File: src/rtl/apb2axi_issue_ctrl.sv
// Issue controller: pops committed directory entries in order and routes
// them to the write or read request FIFO under per-direction credits.
module apb2axi_issue_ctrl #(
   parameter int ENTRY_W      = 64,
   parameter int TAG_W        = 4,
   parameter int MAX_WR_OUT   = 4,
   parameter int MAX_RD_OUT   = 4,
   parameter int STRICT_ORDER = 0,
   parameter int CNT_W        = 4
) (
   input  logic               aclk,
   input  logic               aresetn,
   input  logic               pend_valid,
   input  logic [ENTRY_W-1:0] pend_entry,
   input  logic               pend_is_write,
   input  logic [TAG_W-1:0]   pend_tag,
   output logic               pend_pop,
   output logic               wr_push_valid,
   input  logic               wr_push_ready,
   output logic [ENTRY_W-1:0] wr_push_data,
   output logic               rd_push_valid,
   input  logic               rd_push_ready,
   output logic [ENTRY_W-1:0] rd_push_data,
   output logic [TAG_W-1:0]   issue_tag,
   input  logic               wr_cpl,
   input  logic               rd_cpl,
   output logic [CNT_W-1:0]   wr_outstanding,
   output logic [CNT_W-1:0]   rd_outstanding,
   output logic               cpl_err,
   output logic               busy
);

   typedef enum logic {
      IDLE,
      HOLD
   } state_t;

   localparam logic [CNT_W-1:0] WR_MAX = CNT_W'(MAX_WR_OUT);
   localparam logic [CNT_W-1:0] RD_MAX = CNT_W'(MAX_RD_OUT);
   localparam logic [CNT_W-1:0] ONE    = CNT_W'(1);

   state_t             state_q;
   state_t             state_d;
   logic [ENTRY_W-1:0] hold_entry_q;
   logic [TAG_W-1:0]   hold_tag_q;
   logic               hold_wr_q;
   logic               last_wr_q;
   logic [CNT_W-1:0]   wr_cnt_q;
   logic [CNT_W-1:0]   rd_cnt_q;
   logic               cpl_err_q;

   logic push_fire;
   logic has_credit;
   logic fence_ok;
   logic wr_inc;
   logic wr_dec;
   logic rd_inc;
   logic rd_dec;

   assign push_fire = (state_q == HOLD) &&
                      (hold_wr_q ? wr_push_ready : rd_push_ready);

   // Credit and fence use registered counts only; a same-cycle
   // completion never frees a slot early.
   always_comb begin
      has_credit = 1'b0;
      fence_ok   = 1'b1;
      if (pend_is_write) begin
         has_credit = (wr_cnt_q < WR_MAX);
      end else begin
         has_credit = (rd_cnt_q < RD_MAX);
      end
      if (STRICT_ORDER != 0) begin
         fence_ok = (pend_is_write == last_wr_q) ||
                    (pend_is_write ? (rd_cnt_q == '0)
                                   : (wr_cnt_q == '0));
      end
   end

   always_comb begin
      state_d  = state_q;
      pend_pop = 1'b0;
      unique case (state_q)
         IDLE: begin
            pend_pop = pend_valid && has_credit && fence_ok;
            if (pend_pop) begin
               state_d = HOLD;
            end
         end
         HOLD: begin
            pend_pop = push_fire && pend_valid &&
                       has_credit && fence_ok;
            if (push_fire && !pend_pop) begin
               state_d = IDLE;
            end
         end
      endcase
   end

   always_ff @(posedge aclk or negedge aresetn) begin
      if (!aresetn) begin
         state_q <= IDLE;
      end else begin
         state_q <= state_d;
      end
   end

   always_ff @(posedge aclk or negedge aresetn) begin
      if (!aresetn) begin
         hold_entry_q <= '0;
         hold_tag_q   <= '0;
         hold_wr_q    <= 1'b0;
         last_wr_q    <= 1'b1;
      end else if (pend_pop) begin
         hold_entry_q <= pend_entry;
         hold_tag_q   <= pend_tag;
         hold_wr_q    <= pend_is_write;
         last_wr_q    <= pend_is_write;
      end
   end

   assign wr_inc = pend_pop && pend_is_write;
   assign rd_inc = pend_pop && !pend_is_write;
   assign wr_dec = wr_cpl && (wr_cnt_q != '0);
   assign rd_dec = rd_cpl && (rd_cnt_q != '0);

   always_ff @(posedge aclk or negedge aresetn) begin
      if (!aresetn) begin
         wr_cnt_q <= '0;
      end else if (wr_inc && !wr_dec) begin
         wr_cnt_q <= wr_cnt_q + ONE;
      end else if (!wr_inc && wr_dec) begin
         wr_cnt_q <= wr_cnt_q - ONE;
      end
   end

   always_ff @(posedge aclk or negedge aresetn) begin
      if (!aresetn) begin
         rd_cnt_q <= '0;
      end else if (rd_inc && !rd_dec) begin
         rd_cnt_q <= rd_cnt_q + ONE;
      end else if (!rd_inc && rd_dec) begin
         rd_cnt_q <= rd_cnt_q - ONE;
      end
   end

   always_ff @(posedge aclk or negedge aresetn) begin
      if (!aresetn) begin
         cpl_err_q <= 1'b0;
      end else if ((wr_cpl && wr_cnt_q == '0) ||
                   (rd_cpl && rd_cnt_q == '0)) begin
         cpl_err_q <= 1'b1;
      end
   end

   assign wr_push_valid  = (state_q == HOLD) && hold_wr_q;
   assign rd_push_valid  = (state_q == HOLD) && !hold_wr_q;
   assign wr_push_data   = hold_entry_q;
   assign rd_push_data   = hold_entry_q;
   assign issue_tag      = hold_tag_q;
   assign wr_outstanding = wr_cnt_q;
   assign rd_outstanding = rd_cnt_q;
   assign cpl_err        = cpl_err_q;
   assign busy           = (state_q == HOLD) ||
                           (wr_cnt_q != '0) || (rd_cnt_q != '0);

endmodule
File: config.mk
export PLATFORM = sky130hd
export DESIGN_NAME = apb2axi_issue_ctrl
export DESIGN_NICKNAME = d
export VERILOG_FILES = /design/src/rtl/apb2axi_issue_ctrl.sv
export SDC_FILE = /design/constraint.sdc
export NUM_CORES = 1
export LEC_CHECK = 0
export ABC_CLOCK_PERIOD_IN_PS = 5100
export CORE_UTILIZATION = 30
export CTS_BUF_LIST = sky130_fd_sc_hd__clkbuf_4 sky130_fd_sc_hd__clkbuf_8
export CTS_CLUSTER_DIAMETER = 120
export DETAILED_ROUTE_END_ITERATION = 10
export HOLD_SLACK_MARGIN = 0.1
export PLACE_DENSITY = 0.66
export SLEW_MARGIN = 20
export SYNTH_ARGS = -nofsm -noshare
export SYNTH_HDL_FRONTEND = slang
export SYNTH_SLANG_ARGS = --single-unit
File: constraint.sdc
create_clock -name aclk -period 5.1 [get_ports aclk]
set_clock_uncertainty 0.15 [all_clocks]
set_input_delay 0.765 -clock aclk [delete_from_list [all_inputs] [get_ports aclk]]
set_output_delay 0.765 -clock aclk [all_outputs]
set_load 0.02 [all_outputs]
# Word level (Yosys, flattened, before mapping)
# Index checks and enable logic that the tools add are counted.
# Widths: inputs -> output; s select.
[totals]
regBits = 79
input_bits = 76
output_inout_bits = 145
wordCells = 57
[op_classes]
addsub = 4
n_lt_le_gt_ge = 2
muxes = 10
bitwise = 1
reduce_logical = 33
[ops]
columns = ["op", "n"]
rows = [
  ["$logic_and 1x1->1", 17],
  ["$mux 4", 4],
  ["$add 4x1->4 const B", 2],
  ["$logic_not 4->1", 2],
  ["$lt 4x3->1 const B", 2],
  ["$reduce_bool 4->1", 2],
  ["$sub 4x1->4 const B", 2],
  ["$logic_not 1->1", 7],
  ["$mux 1", 4],
  ["$pmux 1 s2", 2],
  ["$reduce_bool 2->1", 2],
  ["$logic_or 1x1->1", 3],
  ["$not 1->1", 1],
]

# Logic depth before layout (Yosys ltp)
# Gate-level depths: netlist (run 1).
[logic_depth]
ltp_word = 10
depth_mapped = 10
depth_no_buf = 9

# Worst setup path after synthesis (run 1)
# Ideal clock, no wire load.
[synth_timing]
kind = "input -> register"
from = "input port pend_is_write"
to = "register rd_cnt_q[3] (netlist: rd_outstanding[3])"
arrival_ns = 3.100
path_slack_ns = 1.719
cell_stages = 10
path_cell_list = "nor4b_4 a2bb2oi_4 buf_6 nor2b_1 ha_1 inv_1 ha_1 or4_1 o211ai_1 o211ai_1"
[synth_via]
elab_chain_len = 7
[synth_lines]
columns = ["element", "line", "source"]
rows = [
  ["start: declaration", "15", "input logic pend_is_write,"],
  ["$mux 1 (*)", "68", "if (pend_is_write) begin"],
  ["$logic_and 1x1->1 (on tied branches)", "91, 85", ""],
  ["$pmux 1 s2 (*)", "83", "unique case (state_q)"],
  ["net pend_pop", "17", "output logic pend_pop,"],
  ["$logic_and 1x1->1 (*)", "123", "assign rd_inc = pend_pop && !pend_is_write;"],
  ["$logic_not 1->1", "142", "end else if (!rd_inc && rd_dec) begin"],
  ["$logic_and 1x1->1", "142", ""],
  ["$reduce_bool 2->1 (no line)", "--", ""],
  ["end signal: assignment", "141", "rd_cnt_q <= rd_cnt_q + ONE;"],
  ["end signal: assignment", "143", "rd_cnt_q <= rd_cnt_q - ONE;"],
  ["end: declaration", "49", "logic [CNT_W-1:0] rd_cnt_q;"],
]
# The timed path passes the listed nets; every way through them passes the cells marked *.
# A chain may end at the register's enable or synchronous reset.

# Worst setup path in the final report (run 1)
[layout_timing]
from = "input port pend_is_write"
to = "output port pend_pop"
[layout_via]
elab_chain_len = 3
[layout_lines]
columns = ["element", "line"]
rows = [
  ["$mux 1 (*)", "68"],
  ["$logic_and 1x1->1 (on tied branches)", "91, 85"],
  ["$pmux 1 s2 (*)", "83"],
  ["end: declaration", "17"],
]
# Mark *: on every way between the ends. The rest lies on a longest branch, timed or not.

==> results of run 1 <==
[worst max-delay path: stages]
cell             delay (ns)
clkdlybuf4s50_1        0.50
nor4b_4                0.39
a2bb2oi_4              0.20
buf_4                  0.41
clkdlybuf4s50_1        0.70
[power by group through the flow]
stage / Clock [mW] / Combinational (mW) / Sequential [mW]
finish: 0.455 / 2.68 / 1.24
global route: 0.508 / 2.83 / 1.29
CTS: 0.477 / 2.71 / 1.25
detailed placement: 0 / 2.70 / 1.26
global placement: 0 / 2.66 / 1.24
floorplan: 0 / 1.36 / 1.58
[flip-flops by register name, indices dropped and copies added, names as in the netlist]
name,flops
cpl_err,1
rd_push_data,64
wr_outstanding,4
rd_outstanding,4
state_q,1
hold_wr_q,1
issue_tag,4
[routing by layer]
layer	vias up	track usage [%]	part of all wire, %
li1	1242	-	-
met1	1364	15.6	39
met2	125	25.6	52
met3	14	3.80	6.9
met4	0	7.27	2.0
met5	-	0	0
[kinds of logic (layout without fill, tap and decap cells)]
kind of cell,count (synthesis),in the layout
AOI/OAI and AO/OA,15,15
xor gates and xnor gates,4,4
adders and majority gates,8,8
buffers and inverters,78,242
DFF,79,79
muxes,74,74
and+or+nand+nor,27,27
[cell usage in the layout (no fill, tap or decap), drive strengths merged, types with 3 or more instances in the layout]
cell type | synthesis | layout
buf | 71 | 3
clkdlybuf4s50 | 0 | 219
dfrtp | 79 | 79
xnor2 | 4 | 4
a21oi | 4 | 4
ha | 6 | 6
clkbuf | 2 | 11
nand3 | 4 | 4
mux2i | 3 | 3
nand2 | 6 | 6
or4 | 4 | 4
or3 | 3 | 3
mux2 | 71 | 71
inv | 5 | 5
o211ai | 4 | 4
[final cells by class]
class / count / area [sq um] / area share [%]
Timing Repair Buffer: 222 / 2220 / 37.6
Sequential cell: 79 / 1980 / 33.5
Multi-Input combinational cell: 128 / 1280 / 21.8
Tap cell: 168 / 210 / 3.57
Clock buffer: 11 / 139 / 2.36
Clock inverter: 4 / 47.5 / 0.807
Inverter: 5 / 18.8 / 0.318
[final timing paths]
kind / start / endpoint / slack, ns / depth (start not counted)
worst min register to register: cpl_err / cpl_err / 0.34 / 2
min in group aclk: cpl_err / cpl_err / 0.34 / 2
worst max-delay path: pend_is_write / pend_pop / 1.21 / 5
worst min-delay path: aresetn / rd_push_data[26] / 0.29 / 1
worst max register to register: rd_outstanding[3] / rd_outstanding[3] / 2.12 / 9
max in group asynchronous: aresetn / wr_outstanding[0] / 3.99 / 1
==> metrics.cfg, run 1 <==
[placement]
gp_congestion = 0.722
dpl.hpwl_microns = 7220
placed_cells = 602
pre_cts_ws_ns = 1.19
port_buffers = 220
detailed_place.area_sq_mm = 0.00570

[layout]
nets = 529
design_area_sq_mm = 0.00589
fill_cells = 1141
syn2layout_area_growth_pct = 53.3
finalNonFillerCells = 617
final_util_pct = 48.1
layout-drive-gt1-share_pct = 20.5
antenna_cells = 0

[power]
p_leak_nw = 2.35
peakVddDrop_uv = 220
switching_share_pct = 40.5
pwr-share-clk_pct = 10.4
p_seq_share_pct = 28.3
internal_power_mw = 2.60
power_switching_mw = 1.77
design_power_total_mw = 4.37
combPwrFrac_pct = 61.3
power_density_mw_per_mm2 = 742

[critical_path]
crit_type = primary input to output pin
critical_path_arrival_ns = 2.97
crit_path_end_kind = output pin
worstPathRequired_ns = 4.18
crit_fanout = 35
crit_path_start_kind = primary input

[cts]
hold_buffers = 0
clk_pin_slew_ns = 0.08
cts_root_buf = clkbuf_8
cts_setup_buffers = 0
cts_tree = done
htreeDepth = 3
cts_buffer_depth = 2
cts_buffers = 9
cts_sinks = 79
worstSkewPairLatency_ns = 0.35
ctsResizeCount = 0

[routing]
dr.pass1.iters = 4
drc = 0
post_drt_via_cell_ratio = 4.45
routed_wl_microns = 9490
wire_per_inst_microns = 15.4
drt_iter0_markers = 119
ant_nets = 0
vias = 2745

[min_path]
hold_class = primary input to async pin

[synthesis]
ys_types = 27
synthAdderAreaFrac_pct = 2.99
postSynth.asyncResetShare_pct = 100
synth_area_leaders = dfrtp_1, mux2_2, buf_4
yosysWarningCount = 0
synth.avg_cell_area_sq_um = 13.5
synth-compound-area-share_pct = 3.29
synthFlopType = dfrtp_1
synth_simple_gate_area_share_pct = 4.62
synthXorXnorAreaFrac_pct = 0.911
synth_cells = 285
synthMuxAreaShare_pct = 21.6
synth-seq-area-share_pct = 51.4
synthTopCellsByCount = dfrtp_1, mux2_2, buf_4
synth_edf_count = 0
yosysMostFrequentCell = dfrtp_1
synth.net_count = 369
synth_area_sq_mm = 0.00385
synth_top_family_by_area = multiplexers
yosysTopAreaCell = dfrtp_1
synth_top_area_share_pct = 51.4
synth_seq_cells = 79

[sta]
hold_viol = 0
rsz0062_at_grt = false
fmax_mhz = 257
drv_slew = 0
finalSetupViolations = 0
fin_ws_ns = 1.21
worstMarginPinSlew_ns = 0.740
slew_headroom_pct = 50.7
fin_crit_sh_pct = 76.2
fin_crit_ns = 3.89
tns_ns = 0
holdWs_ns = 0.287

[floorplan]
io_pins = 221
die_area_sq_mm = 0.0133
core_area_sq_mm = 0.0123
die_x_microns = 115
dieHeight_microns = 115
initial_core_util_pct = 31.4
row_count = 40

[grt]
overflow = 0
grt_pass1_wl_microns = 14400
first_global_vias = 2790
antenna_found_initial = 0
track_usage_pct = 14.3
grt_max_degree = 80

[run]
cap_violations = 0

[status]
status = complete, no violations

No activity file was read; power rests on OpenSTA's default activity.
==> run 2, diff against run 1 <==
--- a/config.mk
+++ b/config.mk
@@ -5,13 +5,13 @@
 export SDC_FILE = /design/constraint.sdc
 export NUM_CORES = 1
 export LEC_CHECK = 0
-export ABC_CLOCK_PERIOD_IN_PS = 5100
+export ABC_CLOCK_PERIOD_IN_PS = 3200
 export CORE_UTILIZATION = 30
 export CTS_BUF_LIST = sky130_fd_sc_hd__clkbuf_4 sky130_fd_sc_hd__clkbuf_8
 export CTS_CLUSTER_DIAMETER = 120
 export DETAILED_ROUTE_END_ITERATION = 10
 export HOLD_SLACK_MARGIN = 0.1
-export PLACE_DENSITY = 0.66
+export PLACE_DENSITY = 0.68
 export SLEW_MARGIN = 20
 export SYNTH_ARGS = -nofsm -noshare
 export SYNTH_HDL_FRONTEND = slang
==> constraint.sdc (replaced) <==
create_clock -name aclk -period 3.2 [get_ports aclk]
set_clock_uncertainty 0.15 [all_clocks]
set_input_delay 0.48 -clock aclk [delete_from_list [all_inputs] [get_ports aclk]]
set_output_delay 0.48 -clock aclk [all_outputs]
set_load 0.02 [all_outputs]
==> run 2 against run 1 <==
Against the previous run:
- largest cell class unchanged
- global-route usage is 0.22 points higher
- clock power is 100% higher
- non-clock buffer count is 10 higher
- critical path depth is 2 lower
- clock-buffer cell count is 2 higher
- first-iteration DRC count is 23% lower
==> metrics.cfg, run 2 (synthesis results as in run 1) <==
[layout]
finalNonFillerCells = 628  ; +1.8%
final_common_cell = clkdlybuf4s50_1
nets = 539  ; +1.9%
antenna_cells = 0  ; unchanged
layout_common_cells = clkdlybuf4s50_1, dfrtp_1, mux2_2
regArea_sq_mm = 0.00198  ; unchanged
fill_cells = 1123  ; -1.6%
largest_register_ffs = 64  ; unchanged
final_util_pct = 49.2  ; +1.2 points
layout-drive-gt1-share_pct = 22.2  ; +1.7 points
multi_input_area_sq_mm = 0.00128  ; unchanged
syn2layout_area_growth_pct = 56.9

[critical_path]
worstPathRequired_ns = 2.57  ; -1.61 ns
crit_fanout = 6  ; -83%
reg2regPathDepth = 9  ; unchanged
crit_path_end_kind = output pin
crit_type = flip-flop to output pin
critical_path_arrival_ns = 2.34  ; -0.63 ns
crit_path_start_kind = flip-flop

[routing]
routed_wl_microns = 9380  ; -1.2%
post_drt_via_cell_ratio = 4.34  ; -2.4%
wire_per_inst_microns = 14.9  ; -2.9%
vias = 2726  ; -0.69%
dr.pass1.iters = 4  ; unchanged
drt_iter0_markers = 92  ; -23%
ant_nets = 0  ; unchanged
drc = 0  ; unchanged

[cts]
cts_sinks = 79  ; unchanged
cts_buffer_depth = 2  ; unchanged
cts_root_buf = clkbuf_8
ctsResizeCount = 0  ; unchanged
cts_buffers = 9  ; unchanged
htreeDepth = 3  ; unchanged
clk_pin_slew_ns = 0.08  ; about the same
cts_setup_buffers = 0  ; unchanged
worstSkewPairLatency_ns = 0.35  ; about the same
cts_tree = done

[floorplan]
die_x_microns = 115  ; unchanged
core_area_sq_mm = 0.0123  ; unchanged
initial_core_util_pct = 31.4  ; unchanged
io_pins = 221  ; unchanged
dieHeight_microns = 115  ; unchanged
row_count = 40  ; unchanged
die_area_sq_mm = 0.0133  ; unchanged

[grt]
antenna_found_initial = 0  ; unchanged
overflow = 0  ; unchanged
grt_pass1_wl_microns = 14700  ; +2.5%
first_global_vias = 2849  ; +2.1%
track_usage_pct = 14.5  ; +0.22 points
grt_max_degree = 80  ; unchanged

[power]
power_density_mw_per_mm2 = 1190  ; +61%
peakVddDrop_uv = 510  ; +130%
p_leak_nw = 2.43  ; +3.4%

[placement]
port_buffers = 220  ; unchanged
gp_congestion = 0.722  ; about the same
dpl.hpwl_microns = 7080  ; -1.9%
placed_cells = 611  ; +1.5%

[sta]
finalSetupViolations = 0  ; unchanged
tns_ns = 0  ; unchanged
fmax_mhz = 337
slew_headroom_pct = 50.7  ; about the same
fin_crit_sh_pct = 92.7
fin_crit_ns = 2.97
hold_viol = 0  ; unchanged
worstMarginPinSlew_ns = 0.740  ; -0.0000874 ns
holdWs_ns = 0.348  ; +0.0607 ns
rsz0062_at_grt = false
drv_slew = 0  ; unchanged

[run]
cap_violations = 0  ; unchanged

[status]
status = complete, no violations

[min_path]
hold_class = flip-flop to flip-flop
holdPathStages = 2

==> run 2: cell types whose count changed in the layout (fill, tap and decap cells not counted) <==
cell and delta:
bufinv_16 +2, clkbuf_8 +1, clkinv_2 -2, buf_4 +9, dlygate4sd3_1 +1, clkinvlp_4 -1
clkbuf_4 +1
==> run 2: power by group <==
group	switching, mW	total (mW)	internal, mW
clock network	0.359	0.926	0.567
registers	0.454	1.97	1.51
logic	2.02	4.30	2.29
total	2.83	7.20	4.37
==> run 2: critical path, cell delays in order (launching register included) <==
cell	delay [ns]
dfrtp_1	0.47
or4_1	0.59
or3_1	0.38
clkdlybuf4s50_1	0.55
==> run 2: final timing paths <==
path	start	end	slack (ns)
worst min register to register	cpl_err	cpl_err	0.35
max in group asynchronous	aresetn	rd_push_data[54]	1.78
worst max-delay path	rd_outstanding[0]	busy	0.23
min in group asynchronous	aresetn	rd_push_data[42]	0.59
worst min-delay path	cpl_err	cpl_err	0.35
worst max register to register	rd_outstanding[3]	rd_outstanding[3]	0.40
==> run 2: layout make-up <==
class / count / share of cell area, %
repair buffers: 232 / 38.0
flip-flops and latches: 79 / 32.8
multi-input cells: 128 / 21.3
well taps: 168 / 3.48
clock buffers: 13 / 2.65
clock inverters: 3 / 1.49
inverters: 5 / 0.311
==> run 2: what timing repair did <==
action / 4_1_cts / 5_1_grt
endpoints found under the setup margin: 0 / 0
hold buffers: 0 / 1
hold endpoints to repair: 0 / 57
==> run 2: metrics by stage <==
stage               area (sq um)  power (mW)  setup WS (ns)
detailed placement          5770        6.34         -0.107
finish                      6040        7.20          0.232
global placement            5770        6.24         0.0574
global route                6040        7.63         0.0770
floorplan                   3850        4.68         0.0674
CTS                         6020        7.29          0.198
==> run 2: layer usage <==
metal	part of all wire [%]	global-route usage [%]	wire length, microns	vias up
li1	-	-	-	1263
met3	6.6	3.64	616	10
met5	0	0	0	-
met4	1.4	6.15	132	0
met2	52	26.0	4890	121
met1	40	16.4	3740	1332
